<file path="src/rtl/hazard_control_unit.sv">
// Pipeline hazard controller: load-use bubbles, taken-branch flushes and
// data-memory freeze with a timeout error, plus a saturating stall counter.
module hazard_control_unit #(
    parameter int unsigned MEM_TIMEOUT         = 16,
    parameter int unsigned STALL_COUNTER_WIDTH = 32
) (
    input  logic                           clk,
    input  logic                           rst,
    input  logic [4:0]                     ID_read_register_0,
    input  logic [4:0]                     ID_read_register_1,
    input  logic                           ID_uses_register_0,
    input  logic                           ID_uses_register_1,
    input  logic                           EX_mem_read_enable,
    input  logic [4:0]                     EX_destination_register,
    input  logic                           EX_branch_taken,
    input  logic                           MEM_mem_access,
    input  logic                           MEM_mem_ready,
    output logic                           pc_write_enable,
    output logic                           IF_ID_write_enable,
    output logic                           IF_ID_flush,
    output logic                           ID_EX_write_enable,
    output logic                           ID_EX_flush,
    output logic                           EX_MEM_write_enable,
    output logic                           mem_timeout_error,
    output logic [STALL_COUNTER_WIDTH-1:0] stall_count
);

    localparam int unsigned WaitW = $clog2(MEM_TIMEOUT + 1);
    // Counter value held during the last frozen cycle an access may take.
    localparam logic [WaitW-1:0] WaitLast = WaitW'(MEM_TIMEOUT - 1);

    typedef enum logic [1:0] {
        StRun,
        StMemWait,
        StError
    } state_e;

    state_e                         state_q, state_d;
    logic [WaitW-1:0]               wait_cnt_q, wait_cnt_d;
    logic                           err_q, err_d;
    logic [STALL_COUNTER_WIDTH-1:0] stall_cnt_q, stall_cnt_d;

    logic mem_stall;
    logic load_use;
    logic rs0_hit;
    logic rs1_hit;

    assign mem_stall = MEM_mem_access && !MEM_mem_ready;
    assign rs0_hit   = ID_uses_register_0 && (ID_read_register_0 == EX_destination_register);
    assign rs1_hit   = ID_uses_register_1 && (ID_read_register_1 == EX_destination_register);
    // x0 is never a real dependency.
    assign load_use  = EX_mem_read_enable && (EX_destination_register != 5'd0) &&
                       (rs0_hit || rs1_hit);

    // Pipeline control outputs, highest-priority condition first.
    always_comb begin
        pc_write_enable     = 1'b1;
        IF_ID_write_enable  = 1'b1;
        IF_ID_flush         = 1'b0;
        ID_EX_write_enable  = 1'b1;
        ID_EX_flush         = 1'b0;
        EX_MEM_write_enable = 1'b1;
        if (rst) begin
            pc_write_enable     = 1'b0;
            IF_ID_write_enable  = 1'b0;
            ID_EX_write_enable  = 1'b0;
            EX_MEM_write_enable = 1'b0;
            IF_ID_flush         = 1'b1;
            ID_EX_flush         = 1'b1;
        end else if (state_q == StError || mem_stall) begin
            // Freeze: branch/load-use inputs stay stable and are acted on afterwards.
            pc_write_enable     = 1'b0;
            IF_ID_write_enable  = 1'b0;
            ID_EX_write_enable  = 1'b0;
            EX_MEM_write_enable = 1'b0;
        end else if (EX_branch_taken) begin
            // The dependent instruction (if any) is squashed, so no bubble needed.
            IF_ID_flush = 1'b1;
            ID_EX_flush = 1'b1;
        end else if (load_use) begin
            pc_write_enable    = 1'b0;
            IF_ID_write_enable = 1'b0;
            ID_EX_flush        = 1'b1;
        end
    end

    // Freeze tracking FSM and stall counter next state.
    always_comb begin
        state_d     = state_q;
        wait_cnt_d  = wait_cnt_q;
        stall_cnt_d = stall_cnt_q;
        unique case (state_q)
            StRun: begin
                if (mem_stall) begin
                    // A one-cycle budget is exhausted by this very cycle.
                    if (MEM_TIMEOUT <= 1) begin
                        state_d = StError;
                    end else begin
                        state_d    = StMemWait;
                        wait_cnt_d = WaitW'(1);
                    end
                end
            end
            StMemWait: begin
                if (!mem_stall) begin
                    state_d    = StRun;
                    wait_cnt_d = '0;
                end else if (wait_cnt_q == WaitLast) begin
                    state_d = StError;
                end else begin
                    wait_cnt_d = wait_cnt_q + WaitW'(1);
                end
            end
            StError: begin
                state_d = StError;
            end
            default: begin
                state_d    = StRun;
                wait_cnt_d = '0;
            end
        endcase
        err_d = (state_d == StError);
        if (!pc_write_enable && (stall_cnt_q != {STALL_COUNTER_WIDTH{1'b1}})) begin
            stall_cnt_d = stall_cnt_q + STALL_COUNTER_WIDTH'(1);
        end
    end

    // State registers with synchronous reset.
    always_ff @(posedge clk) begin
        if (rst) begin
            state_q     <= StRun;
            wait_cnt_q  <= '0;
            err_q       <= 1'b0;
            stall_cnt_q <= '0;
        end else begin
            state_q     <= state_d;
            wait_cnt_q  <= wait_cnt_d;
            err_q       <= err_d;
            stall_cnt_q <= stall_cnt_d;
        end
    end

    assign mem_timeout_error = err_q;
    assign stall_count       = stall_cnt_q;

endmodule
</file>
<file path="config.mk">
export PLATFORM = sky130hd
export DESIGN_NAME = hazard_control_unit
export DESIGN_NICKNAME = d
export VERILOG_FILES = /design/src/rtl/hazard_control_unit.sv
export SDC_FILE = /design/constraint.sdc
export NUM_CORES = 1
export LEC_CHECK = 0
export CORE_ASPECT_RATIO = 1.5
export CORE_MARGIN = 2
export CORE_UTILIZATION = 52
export DETAILED_ROUTE_END_ITERATION = 10
export GPL_TIMING_DRIVEN = 0
export PLACE_DENSITY_LB_ADDON = 0.15
export SLEW_MARGIN = 20
export SYNTH_ARGS = -nofsm -noshare
export SYNTH_HDL_FRONTEND = slang
export SYNTH_SLANG_ARGS = --single-unit
</file>
<file path="constraint.sdc">
create_clock -name clk -period 5 [get_ports clk]
set_clock_uncertainty 0.05 [all_clocks]
set_input_delay 1.25 -clock clk [delete_from_list [all_inputs] [get_ports clk]]
set_output_delay 1.25 -clock clk [all_outputs]
set_load 0.03 [all_outputs]
</file>
* After elaboration in Yosys (flattened, before gate mapping)
Index checks and enable logic that the tools add are counted.
** Word-level totals
- Bits in registers :: 40
- Latch bits :: 0
- Bits in writable memories :: 0
- Memory bits (read-only) :: 0
- Bits of input ports :: 23
- Output and inout bits :: 39
- Logic and storage cells :: 50
- Memories kept :: 0
** Cells by class
- Add/sub/neg operators :: 2
- Multipliers :: 0
- Div/mod/pow operators :: 0
- Magnitude comparators :: 0
- Equal/unequal tests :: 9
- Shifts and indexed selects :: 0
- Multiplexer cells :: 21
- Bitwise logic cells :: 1
- Reduce and logical (&&, ||, !) cells :: 13
** Operators by type and width (count)
- 32-bit by 1-bit adder with 32-bit output (second input constant) :: 1
- 32-bit != test (second input constant) :: 1
- 5-bit 2-to-1 mux :: 3
- 5-bit one-hot mux with 3 select lines :: 1
- 1-bit 2-to-1 mux :: 13
- 5-bit equality test :: 2
- 1-bit logical AND :: 6
- 2-bit 2-to-1 mux :: 3
- 2-bit one-hot mux with 3 select lines :: 1
- 5-bit by 1-bit adder with 5-bit output (second input constant) :: 1
- 5-bit by 4-bit equality test with 1-bit output (second input constant) :: 1
- 5-bit nonzero test :: 1
- 2-bit equality test (second input constant) :: 2
- 3-bit != test (second input constant) :: 1
- 3-bit AND reduction :: 1
- 2-bit by 1-bit equality test with 1-bit output (second input constant) :: 1
- 1-bit zero test :: 2
- 2-bit zero test :: 1
- 1-bit logical OR :: 2
- 2-bit != test (second input constant) :: 1
- 1-bit inverter :: 1

* Depth between registers and ports, before layout
- Depth after elaboration :: 10
- Mapped depth :: 9
- Gate-level depth less buffers :: 8

* Least setup slack after synthesis
OpenSTA, ideal clock, no wires.
- Path kind :: input -> output
- From :: input port rst
- To :: output port pc_write_enable
- Arrival time :: 2743 ps
- Data required time :: 3700 ps
- Slack :: 957 ps
- Cell stages on the path :: 6
- Path buffers :: 4
- Cells stage by stage :: clkbuf_1 nor2_1 a21boi_4 buf_6 buf_6 buf_4
** Between the ends
- Cells in the longest elaborated chain, start to end :: 1
** RTL lines
- start: declaration :: RTL line 8 : input logic rst,
- 1-bit 2-to-1 mux
- end: declaration :: RTL line 18 : output logic pc_write_enable,
No other way between the ends.

* Worst setup path in the final report
- From :: input port EX_destination_register[0]
- To :: output port pc_write_enable
** Between the ends
- Cells in the longest elaborated chain, start to end :: 8
- Elaborated cells on any way between the ends :: 12
- Classes of those cells :: eq/ne (2); mux (4); reduce/logical (6)
** RTL lines
- start: declaration :: RTL line 14 : input logic [4:0] EX_destination_register,
- 5-bit equality test (on tied branches) :: RTL line 49, 50
- 1-bit logical AND (on tied branches) :: RTL line 49, 50
- 1-bit logical OR :: RTL line 53 : (rs0_hit || rs1_hit);
- 1-bit logical AND (*) :: RTL line 52 : assign load_use = EX_mem_read_enable && (EX_destination_register != 5'd0) &&
- 1-bit 2-to-1 mux (*) :: RTL line 80 : end else if (load_use) begin
- 1-bit 2-to-1 mux (*) :: RTL line 76 : end else if (EX_branch_taken) begin
- 1-bit 2-to-1 mux (*) :: RTL line 70 : end else if (state_q == StError || mem_stall) begin
- 1-bit 2-to-1 mux (*) :: RTL line 63 : if (rst) begin
Mark *: on every way between the ends. The rest lies on a longest branch, timed or not.

==> impl_table.tex <==
\begin{tabular}{lr}
\hline
Metric & Value \\
\hline
\multicolumn{2}{l}{\textbf{Outcome}} \\
\quad Run status & finished, final reports clean \\
\multicolumn{2}{l}{\textbf{Timing}} \\
\quad Count of pins over their slew limit & 0 \\
\quad Final total negative setup slack & 0 ns \\
\quad Final-report setup violation count & 0 \\
\quad Setup repair after global routing missed its margin & no \\
\quad Period utilization & 0.965 \\
\quad Final hold viol count & 0 \\
\quad Worst-Margin Slew & between 0.7 and 0.8 ns \\
\quad Time the worst path needs with I/O delays and setup & $\sim$4.8 ns \\
\quad Max-slew headroom & 0.488 \\
\quad Fmax & between 200 and 250 MHz \\
\multicolumn{2}{l}{\textbf{Logic synthesis}} \\
\quad Fraction of the yosys area taken by sequential cells & 0.348 \\
\quad XOR/XNOR share of the synthesized area & 0.0380 \\
\quad Count of cell types in the netlist & 38 \\
\quad Mux contribution to synthesized area & 0.00652 \\
\quad Compound-Gate Fraction of Synth Area & 0.216 \\
\quad Main combinational cell family by area after synthesis & simple AND/OR/NAND/NOR gates \\
\quad Syn Area/Cell & just over 8 um\^{}2 \\
\quad Warning count from the yosys run & 0 \\
\quad Flip-flop cell with the highest count after synthesis & sky130\_fd\_sc\_hd\_\_dfxtp\_1 \\
\quad Share of flip-flops with an asynchronous set or reset & 0 \\
\quad Mapped Nets & just over 300 \\
\quad Number of enable-type register cells in the synthesized netlist & 0 \\
\quad Number of register bits inferred by synthesis & 40 \\
\quad Post-synthesis simple-gate area fraction & 0.303 \\
\quad Post-synthesis share of cell area spent on full adders, half adders and majority gates & 0.0163 \\
\quad Post-synth top area share & 0.348 \\
\quad Synthesized area & $\sim$2300 um\^{}2 \\
\quad Most area-hungry cell type in the Yosys netlist & sky130\_fd\_sc\_hd\_\_dfxtp\_1 \\
\quad Number of standard cells after synthesis & between 200 and 300 \\
\quad Biggest area contributors in the synthesized netlist & sky130\_fd\_sc\_hd\_\_dfxtp\_1 35\%, sky130\_fd\_sc\_hd\_\_a21oi\_1 8.0\%, sky130\_fd\_sc\_hd\_\_or4\_1 6.8\% \\
\multicolumn{2}{l}{\textbf{Floorplanning}} \\
\quad Row count & 29 \\
\quad Die footprint & 4990 um\^{}2 \\
\quad Core region area & 4250 um\^{}2 \\
\quad Initial cell density of the core & 0.542 \\
\quad Die outline height & between 80 and 90 um \\
\quad Number of ports placed on the die boundary & between 60 and 70 \\
\quad Chip Width & about 60 um \\
\multicolumn{2}{l}{\textbf{Routing}} \\
\quad Initial drt markers & 79 \\
\quad Residual DRC count & 0 \\
\quad Post-DR vias/cell & 6.16 \\
\quad Top sig layer & met4 \\
\quad Wire length on met2 & roughly 3.4 mm \\
\quad Antenna Nets Post-Route & 0 \\
\quad Wire length per cell & 15.9 um \\
\quad Detailed Routing Iterations Pass 1 & 4 \\
\quad Sum of met3 wire segment lengths after detailed routing & between 200 and 300 um \\
\quad Sum of routed wire length over all layers & about 6.3 mm \\
\quad Wire length on met1 & 2.50 mm \\
\quad Total vias in the final route & between 2000 and 2500 \\
\multicolumn{2}{l}{\textbf{Setup path}} \\
\quad Critical Path Sink & pc\_write\_enable \\
\quad Data arrival time at the worst-slack endpoint & between 3 and 4 ns \\
\quad Crit Reg-Reg Endpoint & stall\_count[15]\$\_SDFFE\_PP0P\_ \\
\quad Launching instance or port of the critical path & EX\_destination\_register[0] \\
\quad Kind of critical path & in -> out \\
\quad Kind of end point of the critical path & output pin \\
\quad Startpoint of the worst register-to-register path & stall\_count[14]\$\_SDFFE\_PP0P\_ \\
\quad Logic depth of the worst register-to-register path & 7 \\
\quad Startpoint kind of the worst setup timing path & input pin \\
\quad Crit Path Max Fanout & 11 \\
\quad Required time of the critical path & 3.70 ns \\
\quad Reg-to-reg setup timing slack & about 2.7 ns \\
\multicolumn{2}{l}{\textbf{Clock tree}} \\
\quad Clock transition at the registers of the reported paths & 0.08 ns \\
\quad Count of hold-fix buffers inserted at cts & 0 \\
\quad CTS Sinks & 40 \\
\quad Number of H-tree levels & 2 \\
\quad Num CTS Buffers & 5 \\
\quad Clock tree root driver cell & sky130\_fd\_sc\_hd\_\_clkbuf\_8 \\
\quad Number of buffers between clock root and the deepest sink & 2 \\
\quad Clock latency at the later pin of the worst-skew pair & $\sim$0.3 ns \\
\quad Clock tree from TritonCTS & built \\
\multicolumn{2}{l}{\textbf{Power and ir drop}} \\
\quad Combinational cell fraction of total power & 0.134 \\
\quad Total net switching power & 0.000171 W \\
\quad Cell-internal power & about 0.00054 W \\
\quad Part of the total power dissipated in sequential elements & 0.455 \\
\quad Leakage & around 1.0 nW \\
\quad PwrDens & between 200 and 250 nW/um\^{}2 \\
\quad Clk pwr share & 0.411 \\
\quad Worst vdd ir & $\sim$0.00019 V \\
\quad Net switching fraction of the power & 0.239 \\
\multicolumn{2}{l}{\textbf{Global routing}} \\
\quad Initial antenna violation count & 0 \\
\quad Largest net degree at the start of global routing & 13 \\
\quad Global-route usage over all layers & 0.263 \\
\quad Final global-route overflow total & 0 \\
\quad Global-route wire length before repair & about 10 mm \\
\quad Number of global-route vias before repair & 2279 \\
\multicolumn{2}{l}{\textbf{Cells and area}} \\
\quad Post-synthesis to final-layout area growth & 34.6\% \\
\quad Highest-count cells in the layout ignoring fill and taps & 58 x sky130\_fd\_sc\_hd\_\_clkdlybuf4s50\_1, 40 x sky130\_fd\_sc\_hd\_\_dfxtp\_1, 37 x sky130\_fd\_sc\_hd\_\_a21oi\_1, 21 x sky130\_fd\_sc\_hd\_\_or4\_1, 20 x sky130\_fd\_sc\_hd\_\_o31ai\_1 \\
\quad Antenna diode count & 0 \\
\quad Most frequent standard cell in the layout excluding fill and tap cells & sky130\_fd\_sc\_hd\_\_clkdlybuf4s50\_1 \\
\quad Nets & 376 \\
\quad Final core occ & 0.730 \\
\quad Proportion of layout cells with a drive suffix above 1 & 0.0883 \\
\multicolumn{2}{l}{\textbf{Placement}} \\
\quad RD Place Congestion & $\sim$0.84 \\
\quad HPWL reported at the end of detailed placement & roughly 4.6 mm \\
\quad IO buf count & 60 \\
\multicolumn{2}{l}{\textbf{Worst hold path}} \\
\quad Type of the most critical hold path & reg -> reg \\
\multicolumn{2}{l}{\textbf{Run}} \\
\quad Total of max-cap violations & 0 \\
\hline
\end{tabular}
flip-flops by register name (all words and copies together), names as in the netlist:
| register | flops |
|---|---|
| mem_timeout_error | 1 |
| stall_count | 32 |
| state_q | 2 |
| wait_cnt_q | 5 |
metrics by stage:
stage               hold WS [ns]  setup slack, ns  total power [W]  instance area, um^2  instances
finish                     0.457            0.175         0.000713                 3100        397
global route               0.473           0.0978         0.000734                 3100        397
CTS                        0.453           0.0272         0.000711                 3080        395
detailed placement         0.442           -0.226         0.000426                 2960        387
global placement           0.425           -0.236         0.000425                 2960        387
floorplan                  0.404            0.957         0.000385                 2300        281
logic make-up (layout without fill, tap and decap cells):
kind of cell / after synthesis / in the layout
AOI/OAI and AO/OA: 81 / 81
xor gates and xnor gates: 10 / 10
adders and majority gates: 3 / 3
buffers and inverters: 30 / 100
DFF: 40 / 40
muxes: 1 / 1
and+or+nand+nor: 116 / 116
metal layers:
layer	global-route usage	vias up
li1	-	1206
met1	0.288	1159
met2	0.498	68
met3	0.0407	12
met4	0.0803	0
met5	0	-
cell type report:
cell class              instances  area, um^2
plain buffers                  21         133
well taps                      46        57.6
fillers                       340        1150
inverters                       9        33.8
flip-flops and latches         40         801
multi-input cells             211        1340
clock inverters                 1        30.0
repair buffers                 62         613
clock buffers                   7        96.3
what timing repair did:
action,in CTS,in global routing
pin swaps,0,1
hold endpoints to repair,0,0
resized for setup,2,0
buffers inserted,0,2
setup endpoints to repair,2,1
Yosys cell counts, types with 2 or more instances:
library cell               count
sky130_fd_sc_hd__and3_1        6
sky130_fd_sc_hd__o31ai_1      20
sky130_fd_sc_hd__nand3_1      15
sky130_fd_sc_hd__buf_2         4
sky130_fd_sc_hd__clkbuf_1      9
sky130_fd_sc_hd__o21ai_1      11
sky130_fd_sc_hd__nor2_1       14
sky130_fd_sc_hd__ha_1          3
sky130_fd_sc_hd__dfxtp_1      40
sky130_fd_sc_hd__buf_6         5
sky130_fd_sc_hd__and4_1        3
sky130_fd_sc_hd__o21ai_2       2
sky130_fd_sc_hd__nand4_1      17
sky130_fd_sc_hd__o21ai_0       4
sky130_fd_sc_hd__a22oi_1       2
sky130_fd_sc_hd__and2_1        2
sky130_fd_sc_hd__inv_1         9
sky130_fd_sc_hd__or4_1        21
sky130_fd_sc_hd__or3_1        11
sky130_fd_sc_hd__a21oi_1      37
sky130_fd_sc_hd__nand2_1      14
sky130_fd_sc_hd__nor3_1        5
sky130_fd_sc_hd__buf_4         3
sky130_fd_sc_hd__xnor2_1      10
worst min-delay path by stage:
stage | slack, ns | startpoint | endpoint | cells past startpoint
global placement | 0.42 | wait_cnt_q[4]$_SDFFE_PP0P_ | wait_cnt_q[4]$_SDFFE_PP0P_ | 2
CTS | 0.45 | wait_cnt_q[3]$_SDFFE_PP0P_ | wait_cnt_q[3]$_SDFFE_PP0P_ | 2
detailed placement | 0.44 | wait_cnt_q[3]$_SDFFE_PP0P_ | wait_cnt_q[3]$_SDFFE_PP0P_ | 2
floorplan | 0.40 | wait_cnt_q[3]$_SDFFE_PP0P_ | wait_cnt_q[3]$_SDFFE_PP0P_ | 2
finish | 0.46 | wait_cnt_q[2]$_SDFFE_PP0P_ | wait_cnt_q[2]$_SDFFE_PP0P_ | 2
global route | 0.47 | stall_count[22]$_SDFFE_PP0P_ | stall_count[22]$_SDFFE_PP0P_ | 2
critical path, stage by stage:
cell                              delay [ns]
sky130_fd_sc_hd__clkdlybuf4s50_1        0.46
sky130_fd_sc_hd__or4_1                  0.56
sky130_fd_sc_hd__o21ai_2                0.14
sky130_fd_sc_hd__nor2_1                 0.08
sky130_fd_sc_hd__a21boi_4               0.20
sky130_fd_sc_hd__buf_6                  0.18
sky130_fd_sc_hd__buf_6                  0.15
sky130_fd_sc_hd__buf_4                  0.11
sky130_fd_sc_hd__dlygate4sd2_1          0.38
power by group through the flow:
stage	clock (W)	sequential (W)	combinational, W
2_1_floorplan	0	0.000335	0.0000500
3_3_place_gp	0	0.000332	0.0000934
3_5_place_dp	0	0.000332	0.0000946
4_1_cts	0.000293	0.000324	0.0000943
5_1_grt	0.000306	0.000325	0.000103
6_report	0.000293	0.000324	0.0000958
No activity file was read; power rests on OpenSTA's default activity.
